==> config.mk <==
export PLATFORM = sky130hd
export DESIGN_NAME = sram_req_ctrl
export DESIGN_NICKNAME = d
export VERILOG_FILES = /design/src/rtl/sram_ctrl_pkg.sv /design/src/rtl/sram_rsp_fifo.sv /design/src/rtl/sram_req_ctrl.sv
export SDC_FILE = /design/constraint.sdc
export NUM_CORES = 1
export LEC_CHECK = 0
export ABC_CLOCK_PERIOD_IN_PS = 4200
export CORE_ASPECT_RATIO = 0.6
export CORE_UTILIZATION = 55
export DETAILED_ROUTE_END_ITERATION = 12
export PLACE_DENSITY = 0.87
export SYNTH_ARGS = -nofsm -noshare
export SYNTH_HDL_FRONTEND = slang
export SYNTH_SLANG_ARGS = --single-unit
==> constraint.sdc <==
create_clock -name clk0 -period 4.2 [get_ports clk0]
set_input_delay 0.42 -clock clk0 [delete_from_list [all_inputs] [get_ports clk0]]
set_output_delay 0.42 -clock clk0 [all_outputs]
set_load 0.05 [all_outputs]
==> src/rtl/sram_ctrl_pkg.sv <==
// Shared state encoding, default widths and sizing helpers for the SRAM
// request front-end.
package sram_ctrl_pkg;

    localparam int DEF_DATA_WIDTH = 4;
    localparam int DEF_ADDR_WIDTH = 4;

    typedef enum logic {
        INIT = 1'b0,
        RUN  = 1'b1
    } ctrl_state_e;

    // Bits needed to hold a count in the range 0..depth inclusive.
    function automatic int credit_width(input int depth);
        return $clog2(depth + 1);
    endfunction

endpackage

==> src/rtl/sram_rsp_fifo.sv <==
// Synchronous read-response FIFO with occupancy output; an empty FIFO
// presents zero data and a push is visible only after its edge.
module sram_rsp_fifo
    import sram_ctrl_pkg::*;
#(
    parameter int DATA_WIDTH = DEF_DATA_WIDTH,
    parameter int RSP_DEPTH  = 4,
    parameter int CNT_WIDTH  = credit_width(RSP_DEPTH)
) (
    input  logic                  clk0,
    input  logic                  rst0,
    input  logic                  push,
    input  logic [DATA_WIDTH-1:0] push_data,
    input  logic                  pop,
    output logic                  rsp_valid,
    output logic [DATA_WIDTH-1:0] rsp_rdata,
    output logic [CNT_WIDTH-1:0]  count
);

    localparam int PTR_WIDTH = (RSP_DEPTH > 1) ? $clog2(RSP_DEPTH) : 1;

    logic [DATA_WIDTH-1:0] mem [RSP_DEPTH];
    logic [PTR_WIDTH-1:0]  wr_ptr;
    logic [PTR_WIDTH-1:0]  rd_ptr;
    logic                  do_pop;

    assign rsp_valid = (count != '0);
    assign do_pop    = pop && rsp_valid;
    assign rsp_rdata = rsp_valid ? mem[rd_ptr] : '0;

    always_ff @(posedge clk0) begin
        if (push) begin
            mem[wr_ptr] <= push_data;
        end
    end

    always_ff @(posedge clk0) begin
        if (rst0) begin
            wr_ptr <= '0;
            rd_ptr <= '0;
            count  <= '0;
        end else begin
            if (push) begin
                wr_ptr <= wr_ptr + PTR_WIDTH'(1);
            end
            if (do_pop) begin
                rd_ptr <= rd_ptr + PTR_WIDTH'(1);
            end
            // Simultaneous push and pop leaves the occupancy unchanged.
            case ({push, do_pop})
                2'b10:   count <= count + CNT_WIDTH'(1);
                2'b01:   count <= count - CNT_WIDTH'(1);
                default: count <= count;
            endcase
        end
    end

    overflow_chk: assert property (@(posedge clk0) disable iff (rst0)
        !(push && !do_pop && (count == CNT_WIDTH'(RSP_DEPTH))));

endmodule

==> src/rtl/sram_req_ctrl.sv <==
// Front-end for a single-port 1rw SRAM macro: clears the array after reset,
// then turns a valid/ready request stream into macro port cycles.
module sram_req_ctrl
    import sram_ctrl_pkg::*;
#(
    parameter int DATA_WIDTH = DEF_DATA_WIDTH,
    parameter int ADDR_WIDTH = DEF_ADDR_WIDTH,
    parameter int RSP_DEPTH  = 4
) (
    input  logic                  clk0,
    input  logic                  rst0,
    input  logic                  req_valid,
    output logic                  req_ready,
    input  logic                  req_we,
    input  logic [ADDR_WIDTH-1:0] req_addr,
    input  logic [DATA_WIDTH-1:0] req_wdata,
    output logic                  rsp_valid,
    input  logic                  rsp_ready,
    output logic [DATA_WIDTH-1:0] rsp_rdata,
    output logic                  init_done,
    output logic                  csb0,
    output logic                  web0,
    output logic [ADDR_WIDTH-1:0] addr0,
    output logic [DATA_WIDTH-1:0] din0,
    input  logic [DATA_WIDTH-1:0] dout0
);

    localparam int CNT_WIDTH = credit_width(RSP_DEPTH);
    localparam logic [ADDR_WIDTH:0] LAST_ADDR = (ADDR_WIDTH+1)'((1 << ADDR_WIDTH) - 1);
    localparam logic [ADDR_WIDTH:0] CNT_ONE   = (ADDR_WIDTH+1)'(1);

    ctrl_state_e           state;
    logic [ADDR_WIDTH:0]   init_cnt;
    logic                  rd_s1;
    logic                  rd_s2;
    logic [CNT_WIDTH-1:0]  fifo_count;
    logic [CNT_WIDTH-1:0]  in_use;
    logic [CNT_WIDTH-1:0]  credits;
    logic                  req_fire;
    logic                  rsp_pop;

    // Every outstanding read owns a FIFO slot, so the FIFO cannot overflow.
    assign in_use    = fifo_count + CNT_WIDTH'(rd_s1) + CNT_WIDTH'(rd_s2);
    assign credits   = CNT_WIDTH'(RSP_DEPTH) - in_use;
    assign req_ready = (state == RUN) && (credits != '0);
    assign req_fire  = req_valid && req_ready;
    assign rsp_pop   = rsp_valid && rsp_ready;

    always_ff @(posedge clk0) begin
        if (rst0) begin
            state     <= INIT;
            init_cnt  <= '0;
            init_done <= 1'b0;
            csb0      <= 1'b1;
            web0      <= 1'b1;
            addr0     <= '0;
            din0      <= '0;
            rd_s1     <= 1'b0;
            rd_s2     <= 1'b0;
        end else begin
            csb0  <= 1'b1;
            web0  <= 1'b1;
            rd_s1 <= 1'b0;
            rd_s2 <= rd_s1;
            if (state == INIT) begin
                csb0     <= 1'b0;
                web0     <= 1'b0;
                addr0    <= init_cnt[ADDR_WIDTH-1:0];
                din0     <= '0;
                init_cnt <= init_cnt + CNT_ONE;
                if (init_cnt == LAST_ADDR) begin
                    state     <= RUN;
                    init_done <= 1'b1;
                end
            end else if (req_fire) begin
                csb0  <= 1'b0;
                web0  <= !req_we;
                addr0 <= req_addr;
                din0  <= req_wdata;
                rd_s1 <= !req_we;
            end
        end
    end

    // dout0 is valid only around the edge two cycles after issue.
    sram_rsp_fifo #(
        .DATA_WIDTH (DATA_WIDTH),
        .RSP_DEPTH  (RSP_DEPTH),
        .CNT_WIDTH  (CNT_WIDTH)
    ) u_rsp_fifo (
        .clk0      (clk0),
        .rst0      (rst0),
        .push      (rd_s2),
        .push_data (dout0),
        .pop       (rsp_pop),
        .rsp_valid (rsp_valid),
        .rsp_rdata (rsp_rdata),
        .count     (fifo_count)
    );

endmodule

# After elaboration in Yosys (flattened, before gate mapping)
# Memories as Yosys holds them, arrays and structs flattened. A register that Yosys moved wholly into a read port is not among the register bits.
# Cells that the tools add are included.
[word_totals] inputBits=17 wordCells=52 reg_bits=26 n_memories=1 latchBits=0 ramBits=16 mem_bits_ro=0 out_inout_bits=17
[mem_list] memory="u_rsp_fifo.mem" depth=4 width=4 rd=1 rd_clocked_by_memory_dff=1 write_ports=1 line="sram_rsp_fifo.sv:22" text="logic [DATA_WIDTH-1:0] mem [RSP_DEPTH];"
[op_classes] shifts=0 n_reduce_logical=11 div_mod_pow=0 bitwise=2 muxes=14 magnitude_cmp=0 n_mul=0 eq_ne=4 add_sub_neg=8
[op_table] operator="two-way mux 4 bit" n=3
[op_table] operator="two-way mux 1 bit" n=8
[op_table] operator="adder 3 x 1 -> 3 bit" n=2
[op_table] operator="case mux 3 bit (2 select lines)" n=1
[op_table] operator="nonzero test 3 bit" n=2
[op_table] operator="adder 5 x 1 -> 5 bit (second input constant)" n=1
[op_table] operator="== test 5 x 4 -> 1 bit (second input constant)" n=1
[op_table] operator="adder 2 x 1 -> 2 bit (second input constant)" n=2
[op_table] operator="logical AND 1 bit" n=4
[op_table] operator="two-way mux 2 bit" n=2
[op_table] operator="adder 3 x 1 -> 3 bit (second input constant)" n=1
[op_table] operator="OR reduction 3 bit" n=1
[op_table] operator="subtractor 3 x 1 -> 3 bit (second input constant)" n=1
[op_table] operator="subtractor 3 bit (first input constant)" n=1
[op_table] operator="== test 2 x 1 -> 1 bit (second input constant)" n=1
[op_table] operator="== test 2 bit (second input constant)" n=1
[op_table] operator="inequality test 2 x 1 -> 1 bit (second input constant)" n=1
[op_table] operator="inverter 1 bit" n=2
[op_table] operator="AND reduction 2 bit" n=1
[op_table] operator="nonzero test 2 bit" n=1
[op_table] operator="OR reduction 2 bit" n=1
[op_table] operator="zero test 1 bit" n=1

# Logic depth before layout (Yosys ltp)
# Gate-level depths: netlist (run 1).
[depth] word_depth=8 mapped_depth=9 mapped_depth_nobuf=8

# Modules after synthesis
# Synthesis (run 1) repeated with hierarchy kept, for this count alone.
[unflattened] hier_cells=159 area_unflattened_um2=1889.3
[modules_own_cells] module="sram_rsp_fifo" instances=1 seq_area_each_um2=660.6 cells_each=74 area_per_inst_um2=1054.8
[modules_own_cells] module="sram_req_ctrl" instances=1 seq_area_each_um2=380.4 cells_each=85 area_per_inst_um2=834.6

# Worst setup path after synthesis (run 1)
# Ideal clock, no wire load.
[synth_path] kind="register to register" start="register u_rsp_fifo.count[1]" end="register u_rsp_fifo.count[2]" setup_ns=0.070 slack_ns=1.642 required_ns=4.130 arrival_ns=2.487 synth_period_minus_slack_ns=2.558 n_path_buf=1 stages_incl_launch_ff=10 path_cell_list="dfxtp_1 or3_2 clkbuf_1 and2_1 ha_1 inv_1 fa_1 xor2_1 or3_2 a21oi_1"
[synth_via] elab_chain_cells=5 word_cells_on_any_way=9 classes_between="2 x add/sub; 2 x eq/ne; 1 x mux; 4 x reduce/logical"
[synth_rtl] item="start, declared" line="sram_rsp_fifo.sv:17" text="output logic [CNT_WIDTH-1:0] count"
[synth_rtl] item="start signal, assigned" line="sram_rsp_fifo.sv:51" text="2'b10: count <= count + CNT_WIDTH'(1);"
[synth_rtl] item="start signal, assigned" line="sram_rsp_fifo.sv:52" text="2'b01: count <= count - CNT_WIDTH'(1);"
[synth_rtl] item="start signal, assigned" line="sram_rsp_fifo.sv:53" text="default: count <= count;"
[synth_rtl] item="nonzero test 3 bit (*)" line="sram_rsp_fifo.sv:27" text="assign rsp_valid = (count != '0);"
[synth_rtl] item="named net rsp_valid" line="sram_req_ctrl.sv:17" text="output logic rsp_valid,"
[synth_rtl] item="logical AND 1 bit" line="sram_req_ctrl.sv:47" text="assign rsp_pop = rsp_valid && rsp_ready;"
[synth_rtl] item="logical AND 1 bit (*)" line="sram_rsp_fifo.sv:28" text="assign do_pop = pop && rsp_valid;"
[synth_rtl] item="== test 2 x 1 -> 1 bit or == test 2 bit (tied branches)" line="sram_rsp_fifo.sv:50" text="case ({push, do_pop})"
[synth_rtl] item="case mux 3 bit (2 select lines) or nonzero test 2 bit (tied branches)"
# The timed path passes the listed nets; every way through them passes the cells marked *.
# A chain may end at the register's enable or synchronous reset.

# Worst setup path in the final report (run 1)
[layout_path] start="register rd_s2" end="output port req_ready"
[layout_via] elab_chain_cells=4
[layout_rtl] item="start, declared" line="sram_req_ctrl.sv:35" text="logic rd_s2;"
[layout_rtl] item="start signal, assigned" line="sram_req_ctrl.sv:64" text="rd_s2 <= rd_s1;"
[layout_rtl] item="adder 3 x 1 -> 3 bit" line="sram_req_ctrl.sv:43" text="assign in_use = fifo_count + CNT_WIDTH'(rd_s1) + CNT_WIDTH'(rd_s2);"
[layout_rtl] item="subtractor 3 bit" line="sram_req_ctrl.sv:44" text="assign credits = CNT_WIDTH'(RSP_DEPTH) - in_use;"
[layout_rtl] item="nonzero test 3 bit" line="sram_req_ctrl.sv:45" text="assign req_ready = (state == RUN) && (credits != '0);"
[layout_rtl] item="logical AND 1 bit" line="sram_req_ctrl.sv:45"
[layout_rtl] item="end, declared" line="sram_req_ctrl.sv:13" text="output logic req_ready,"
# Every way passes these cells.

==> results of run 1 <==
-- routing by layer --
layer / vias up / track usage [%] / share of wire (%) / routed length, um
met5: - / 0 / 0 / 0
met4: 0 / 16.9 / 2.3 / 86
met3: 13 / 6.41 / 3.7 / 139
met2: 31 / 40.2 / 49 / 1840
met1: 579 / 27.6 / 45 / 1710
li1: 588 / - / - / -
-- cell type report --
| class | instances | area [um^2] | area share [%] |
|---|---|---|---|
| Timing Repair Buffer | 33 | 330 | 14.2 |
| Multi-Input combinational cell | 93 | 744 | 32.1 |
| Tap cell | 42 | 52.6 | 2.26 |
| Clock buffer | 6 | 82.6 | 3.56 |
| Inverter | 10 | 37.5 | 1.62 |
| Clock inverter | 2 | 33.8 | 1.45 |
| Sequential cell | 44 | 1040 | 44.8 |
-- metrics by stage --
stage | utilization [%] | worst slack (ns) | power, W | instances
6_report | 76.4 | 1.11 | 0.000826 | 230
5_1_grt | 76.4 | 0.983 | 0.000851 | 230
4_1_cts | 76.4 | 1.10 | 0.000831 | 230
3_5_place_dp | 72.6 | 1.42 | 0.000511 | 222
3_3_place_gp | 72.6 | 1.54 | 0.000508 | 222
2_1_floorplan | - | 1.64 | 0.000485 | 153
-- worst max-delay path: stages (launching register included) --
cell             delay (ns)
dfxtp_1                0.47
ha_1                   0.21
ha_1                   0.22
inv_1                  0.07
ha_1                   0.15
xnor3_2                0.26
a21oi_1                0.16
clkdlybuf4s50_1        0.83
-- cells by family (layout without fill, tap and decap cells) --
logic type,count (synthesis),count (layout)
AOI/OAI and AO/OA,13,13
xor gates and xnor gates,9,9
adders and majority gates,12,12
buffers and inverters,16,51
DFF,44,44
muxes,14,14
and+or+nand+nor,45,45
-- synthesized netlist by cell type (2+ instances only) --
cell type	count	area share, %
inv_1	10	2.0
mux4_2	4	4.9
nor2b_1	2	0.68
dfxtp_1	28	30
xor2_1	5	2.4
edfxtp_1	16	26
xnor2_1	3	1.4
ha_1	11	7.4
and2_1	9	3.0
mux2i_1	10	5.4
nor2_1	26	5.3
a21oi_1	5	1.4
a211oi_1	4	1.6
clkbuf_1	5	1.0
or3_2	2	0.81
-- worst paths after layout --
path | startpoint | to | slack [ns] | cells past startpoint
worst max-delay path | rd_s2 | req_ready | 1.11 | 7
worst min-delay path | init_done | init_done | 0.48 | 2
worst max register to register | rd_s2 | addr0[2] | 1.60 | 8
worst min register to register | init_done | init_done | 0.48 | 2
-- cell usage in the layout, fill, tap and decap left out, drive strengths merged, types with 3 or more instances in the layout --
cell type      netlist  layout
mux2i               10      10
dfxtp               28      28
ha                  11      11
a21oi                5       5
xor2                 5       5
a211oi               4       4
clkbuf               5       6
mux4                 4       4
edfxtp              16      16
nor2                26      26
inv                 10      10
and2                 9       9
clkdlybuf4s50        0      33
xnor2                3       3
-- flip-flops by register name (all words and copies together), names as in the netlist, 2 cells and up, named ones only --
register,count
addr0,4
din0,4
init_cnt,5
u_rsp_fifo.count,3
u_rsp_fifo.mem,16
u_rsp_fifo.rd_ptr,2
u_rsp_fifo.wr_ptr,2
-- power groups by stage --
stage,Combinational [W],Clock [W],Sequential [W]
2_1_floorplan,0.0000173,0,0.000468
3_3_place_gp,0.0000486,0,0.000459
3_5_place_dp,0.0000509,0,0.000460
4_1_cts,0.0000514,0.000329,0.000450
5_1_grt,0.0000547,0.000346,0.000451
6_report,0.0000512,0.000325,0.000450
==> flow_metrics.tcl, run 1 <==
set metrics [dict create \
    fillers 194 \
    final-hold-violation-count 0 \
    hold_class "reg2reg" \
    fmax_mhz 323 \
    first_global_vias 1246 \
    arrival_ns 2.67 \
    switching_power_w 0.000163 \
    vias 1211 \
    synthSimpleGateAreaFrac_pct 11.7 \
    setup_viol 0 \
    drt-total-wl_mm 3.78 \
    ys_types 28 \
    tightest_slew_ns 0.847 \
    status "complete, no violations" \
    maxCapViolations 0 \
    ctsResizeCount 0 \
    synth_top_family_by_area "simple AND/OR/NAND/NOR gates" \
    pwr-share-seq_pct 54.5 \
    path_clk_slew_ns 0.08 \
    finalCritPeriodShare_pct 73.7 \
    drtIter0Drc 46 \
    clock_path_buffers 2 \
    hold_buffers 0 \
    routedWlPerCell_um 16.4 \
    tritoncts "built" \
    final.min_clock_period_ns 3.09 \
    synth-xor-area-share_pct 5.06 \
    cts_made_buffers 5 \
    htreeDepth 2 \
    power_leakage_nw 0.860 \
    antenna_found_initial 0 \
    internal_power_w 0.000663 \
    dr.pass1.iters 4 \
    synth_compound_gate_area_share_pct 4.66 \
    pwr-share-comb_pct 6.2 \
    place.gp.congestion 0.734 \
    die_w_um 76.9 \
    grt_setup_unrepaired "false" \
    ir_drop_v 0.000219 \
    synth_nets 182 \
    power_density_nw_per_um2 356 \
    grt_pass1_wl_mm 5.89 \
    initial_core_util_pct 60.9 \
    insertion_delay_ns 0.29 \
    synth-edff-count 16 \
    stdcell_area_um2 2320 \
    syn_area_per_cell_um2 12.1 \
    ys_warn_count 0 \
    post_cts_buffers 0 \
    ant_nets 0 \
    globalRouteTotalUtil_pct 23.6 \
    synth.yosys.seq_area_share_pct 56.2 \
    netlist_instances 153 \
    final.setup.tns_ns 0 \
    drv_slew 0 \
    swShare_pct 19.7 \
    drive_above_1_share_pct 7.98 \
    muxShareOfSynthArea_pct 10.3 \
    portBuffers 33 \
    avgViaCountPerCell 5.27 \
    relSlewSlack_pct 43.3 \
    diodes 0 \
    synthAdderAreaFrac_pct 8.51 \
    nNetsFinal 216 \
    synth_seq_cells 44 \
    ys.flop_type "dfxtp_1" \
    crit_required_ns 3.78 \
    route.detailed.drc 0 \
    syn_area_um2 1850 \
    grt-ovfl-total 0 \
    dieArea_um2 3610 \
    cts_sinks 44 \
    crit_type "reg2out" \
    area_growth_pct 25.3 \
    core.rowCount 15 \
    power.share.clock_pct 39.3 \
    critPathMaxFanout 8 \
    skew_ns 0.00726 \
    dpl_cell_area_um2 2210 \
    ios 34 \
    dpl.hpwl_mm 2.80 \
    crit_path_end_kind "primary output" \
    critPathLaunchType "flip-flop" \
    die-height_um 47.0 \
    async_reset_ff_share_pct 0 \
    grt_max_degree 24 \
    core_um2 3040 \
    whs_ns 0.484 \
    cts-root-buf "clkbuf_8" \
]
(Power assumes the default switching activity.)
==> inputs of run 2 (changes only) <==
- ABC_CLOCK_PERIOD_IN_PS: 4200 -> 2850
- CORE_UTILIZATION: 55 -> 51
- PLACE_DENSITY: 0.87 -> 0.82
- clock period: 4.2 -> 2.85 ns (I/O delays scaled with it)
==> run 2 against run 1 <==
  * Clock-buffer cell count increased by 1
  * Clock power increased by 14%
  * Hold slack got worse by 0.0088 ns
  * Sequential power increased by 47%
  * Largest cell class unchanged
==> flow_metrics.tcl, run 2 (synthesis gave the netlist of run 1 again) <==
set metrics [dict create \
    fillers 241 \
    maxCapViolations 0 \
    grt_max_degree 18 \
    setup_viol 0 \
    globalRouteTotalUtil_pct 20.9 \
    multi_input_area_um2 744 \
    largest-register "u_rsp_fifo.mem" \
    ant_nets 0 \
    power_leakage_nw 0.855 \
    place.gp.congestion 0.756 \
    drive_above_1_share_pct 8.95 \
    ios 34 \
    critPathSlowestCell "clkdlybuf4s50_1" \
    drtIter0Drc 35 \
    skew_ns 0.00496 \
    route.detailed.drc 0 \
    first_global_vias 1217 \
    cts_sinks 44 \
    finalCritPeriodShare_pct 86.9 \
    path_clk_slew_ns 0.08 \
    grt_pass1_wl_mm 5.81 \
    ctsResizeCount 0 \
    final.min_clock_period_ns 2.48 \
    grt-ovfl-total 0 \
    tritoncts "built" \
    slowest_delay_ns 0.70 \
    reg_top3 "u_rsp_fifo.mem: 16 flops, init_cnt: 5 flops" \
    critPathLaunchType "flip-flop" \
    layout_commonest_cell "clkdlybuf4s50_1" \
    drt-total-wl_mm 3.44 \
    dieArea_um2 3890 \
    ir_drop_v 0.000350 \
    clock_path_buffers 2 \
    die_w_um 79.8 \
    die-height_um 48.7 \
    area_growth_pct 24.3 \
    final-hold-violation-count 0 \
    crit_path_end_kind "primary output" \
    critPathMaxFanout 4 \
    crit_type "reg2out" \
    fmax_mhz 404 \
    grt_setup_unrepaired "false" \
    power_density_nw_per_um2 481 \
    routedWlPerCell_um 14.7 \
    core.rowCount 16 \
    largest_reg_flops 16 \
    met2_usage_pct 32.1 \
    vias 1202 \
    drv_slew 0 \
    post_cts_buffers 0 \
    initial_core_util_pct 55.1 \
    tightest_slew_ns 0.574 \
    antenna_found_initial 0 \
    arrival_ns 2.19 \
    regArea_um2 1040 \
    use_met3_pct 7.36 \
    diodes 0 \
    final_cell_mix "clkdlybuf4s50_1 (32), dfxtp_1 (28), nor2_1 (26)" \
    cts-root-buf "clkbuf_8" \
    dpl.hpwl_mm 2.67 \
    fin_total_pwr_w 0.00111 \
    core_um2 3360 \
    avgViaCountPerCell 5.11 \
    cts_made_buffers 5 \
    final.setup.tns_ns 0 \
    relSlewSlack_pct 61.7 \
    path_cells "mux4_2 > and2_1 > clkdlybuf4s50_1" \
    use_met1_pct 27.3 \
    crit_required_ns 2.57 \
    hold_class "reg2reg" \
    nNetsFinal 218 \
    grt.busiest_layer "met2" \
    hold_buffers 0 \
    htreeDepth 2 \
    insertion_delay_ns 0.29 \
    portBuffers 33 \
    status "complete, no violations" \
    dr.pass1.iters 4 \
]
## run 2: changes by cell type in the layout (fill, tap and decap cells not counted)
| cell | change |
|---|---|
| bufinv_16 | -1 |
| clkinv_1 | -1 |
| clkbuf_8 | -1 |
| buf_4 | +3 |
| clkbuf_1 | +2 |
| clkinv_2 | +1 |
| clkdlybuf4s50_1 | -1 |
## run 2: per-stage QoR
step	utilization [%]	hold slack, ns	area (um^2)	setup slack [ns]	std cells
after CTS	68.5	0.475	2300	0.340	235
after floorplan	-	0.357	1850	0.292	153
after global placement	66.1	0.464	2220	0.579	227
final	68.5	0.476	2300	0.374	235
after detailed placement	66.1	0.462	2220	0.442	227
after global routing	68.5	0.499	2300	0.270	235
## run 2: power by group
group	total [W]	switching (W)	internal (W)
Combinational	0.0000759	0.0000362	0.0000396
Clock	0.000370	0.000198	0.000172
Sequential	0.000663	0.00000577	0.000657
Total	0.00111	0.000240	0.000869
## run 2: layout make-up
type / instances / share of cell area [%]
inverter: 10 / 1.63
clock buffer: 7 / 3.31
timing repair buffer: 35 / 14.9
sequential: 44 / 45.2
clock inverter: 1 / 0.217
tap: 45 / 2.44
multi-input combinational: 93 / 32.3
## run 2: metal layers
layer | part of all wire, % | vias to the layer above
met5 | 0 | -
met4 | 1.1 | 0
met3 | 4.0 | 5
met2 | 47 | 20
met1 | 48 | 578
li1 | - | 599
## run 2: worst paths after layout
check | from | end | slack [ns] | cells after the start
max | flip-flop | rsp_rdata[2] | 0.37 | 3
min | rd_s1 | rd_s2 | 0.48 | 1
max reg2reg | rd_s2 | addr0[3] | 0.43 | 9
min reg2reg | rd_s1 | rd_s2 | 0.48 | 1
## run 2: worst max-delay path: cells and delay by family, from the launching register on
family        cells  cell delay, ns
mux               1            0.55
buf+inv           1            0.70
simple gates      1            0.17
flops             1            0.48
==> inputs of run 3 (changes only) <==
--- a/config.mk
+++ b/config.mk
@@ -6,9 +6,10 @@
 export NUM_CORES = 1
 export LEC_CHECK = 0
-export ABC_CLOCK_PERIOD_IN_PS = 2850
+export ABC_CLOCK_PERIOD_IN_PS = 3200
 export CORE_ASPECT_RATIO = 0.6
-export CORE_UTILIZATION = 51
+export CORE_UTILIZATION = 55
 export DETAILED_ROUTE_END_ITERATION = 12
-export PLACE_DENSITY = 0.82
+export MAX_ROUTING_LAYER = met4
+export PLACE_DENSITY = 0.87
 export SYNTH_ARGS = -nofsm -noshare
 export SYNTH_HDL_FRONTEND = slang
==> constraint.sdc (replaced) <==
create_clock -name clk0 -period 3.2 [get_ports clk0]
set_input_delay 0.96 -clock clk0 [delete_from_list [all_inputs] [get_ports clk0]]
set_output_delay 0.96 -clock clk0 [all_outputs]
set_load 0.05 [all_outputs]
==> run 3 against run 2 <==
  * Clock-buffer cell count shrank 2
  * Sequential share of layout area is 0.89 points lower
  * Sequential power is 11% lower
  * Largest cell class unchanged
==> flow_metrics.tcl, run 3 (synthesis gave the netlist of run 1 again) <==
set metrics [dict create \
    crit_type "reg2out" \
    path_clk_slew_ns 0.09 \
    globalRouteTotalUtil_pct 21.7 \
    cts_sinks 44 \
    ant_nets 0 \
    grt_max_degree 24 \
    grt_pass1_wl_mm 5.35 \
    tightest_slew_ns 0.690 \
    drv_slew 0 \
    drt-total-wl_mm 3.34 \
    die_w_um 76.9 \
    top_layer_used "met4" \
    grt_setup_unrepaired "false" \
    antenna_found_initial 0 \
    vias 1222 \
    drtIter0Drc 110 \
    core_um2 3040 \
    hold_buffers 0 \
    reg_top3 "u_rsp_fifo.mem: 16 flops, init_cnt: 5 flops" \
    final_cell_mix "clkdlybuf4s50_1 (29), dfxtp_1 (28), nor2_1 (26)" \
    portBuffers 33 \
    place.gp.congestion 0.694 \
    setup_viol 0 \
    area_growth_pct 26.8 \
    finalCritPeriodShare_pct 97.3 \
    arrival_ns 2.15 \
    final.min_clock_period_ns 3.11 \
    cts-root-buf "clkbuf_8" \
    whs_ns 0.481 \
    die-height_um 47.0 \
    crit_required_ns 2.24 \
    tritoncts "built" \
    wl_met2_mm 1.54 \
    clock_path_buffers 2 \
    final.setup.tns_ns 0 \
    largest-register "u_rsp_fifo.mem" \
    critPathLaunchType "flip-flop" \
    insertion_delay_ns 0.29 \
    layout_commonest_cell "clkdlybuf4s50_1" \
    ir_drop_v 0.000338 \
    diodes 0 \
    ios 34 \
    relSlewSlack_pct 53.8 \
    final-hold-violation-count 0 \
    grt-ovfl-total 0 \
    skew_ns 0.00707 \
    wl_met1_mm 1.63 \
    maxCapViolations 0 \
    routedWlPerCell_um 14.4 \
    drive_above_1_share_pct 10.0 \
    dieArea_um2 3610 \
    status "complete, no violations" \
    route.detailed.drc 0 \
    avgViaCountPerCell 5.27 \
    power_density_nw_per_um2 457 \
    first_global_vias 1181 \
    fmax_mhz 321 \
    power_leakage_nw 0.927 \
    crit_path_end_kind "primary output" \
    critPathMaxFanout 4 \
    core.rowCount 15 \
    nNetsFinal 218 \
    largest_reg_flops 16 \
    initial_core_util_pct 60.9 \
    hold_class "reg2reg" \
    wl_met3_um 111 \
    htreeDepth 2 \
    dpl.hpwl_mm 2.51 \
    cts_made_buffers 5 \
    dr.pass1.iters 4 \
]
## run 3: cell type report
class / instances / area, um^2
inverter: 10 / 37.5
sequential: 44 / 1040
clock inverter: 3 / 42.5
fill: 191 / 691
tap: 42 / 52.6
timing repair buffer: 35 / 363
multi-input combinational: 93 / 744
clock buffer: 5 / 68.8
## run 3: through the flow
stage               power [W]  worst slack, ns  cells  area, um^2  utilization [%]
floorplan            0.000637            0.183    153        1850                -
global placement     0.000667            0.262    224        2230             73.4
detailed placement   0.000670            0.164    224        2230             73.4
CTS                   0.00108           0.0447    232        2340             77.0
global route          0.00111          0.00473    232        2350             77.3
finish                0.00107           0.0876    232        2350             77.3
## run 3: where the power goes
part,internal (W),switching (W),leakage (nW)
Clock,0.000231,0.000186,0.0541
Combinational,0.0000348,0.0000325,0.502
Sequential,0.000585,0.00000505,0.371
## run 3: timing repair
item	4_1_cts	5_1_grt
gates resized for setup	0	3
setup buffers	0	0
setup endpoints to repair	0	3
## run 3: worst max-delay path, cell delays in order (launching register included)
cell and delay (ns):
dfxtp_1 0.49, mux4_2 0.53, and2_1 0.16, clkdlybuf4s50_1 0.69
## run 3: layer usage
| layer | global-route usage [%] | up-vias |
|---|---|---|
| met3 | 6.99 | 8 |
| met5 | - | - |
| met1 | 26.6 | 588 |
| li1 | - | 598 |
| met2 | 34.3 | 28 |
| met4 | 8.85 | 0 |
## run 3: worst paths after layout
kind,start,to,slack (ns),depth (start not counted)
min,rd_s1,rd_s2,0.48,1
max,flip-flop,rsp_rdata[1],0.09,3
min reg2reg,rd_s1,rd_s2,0.48,1
max reg2reg,rd_s2,addr0[1],0.76,8
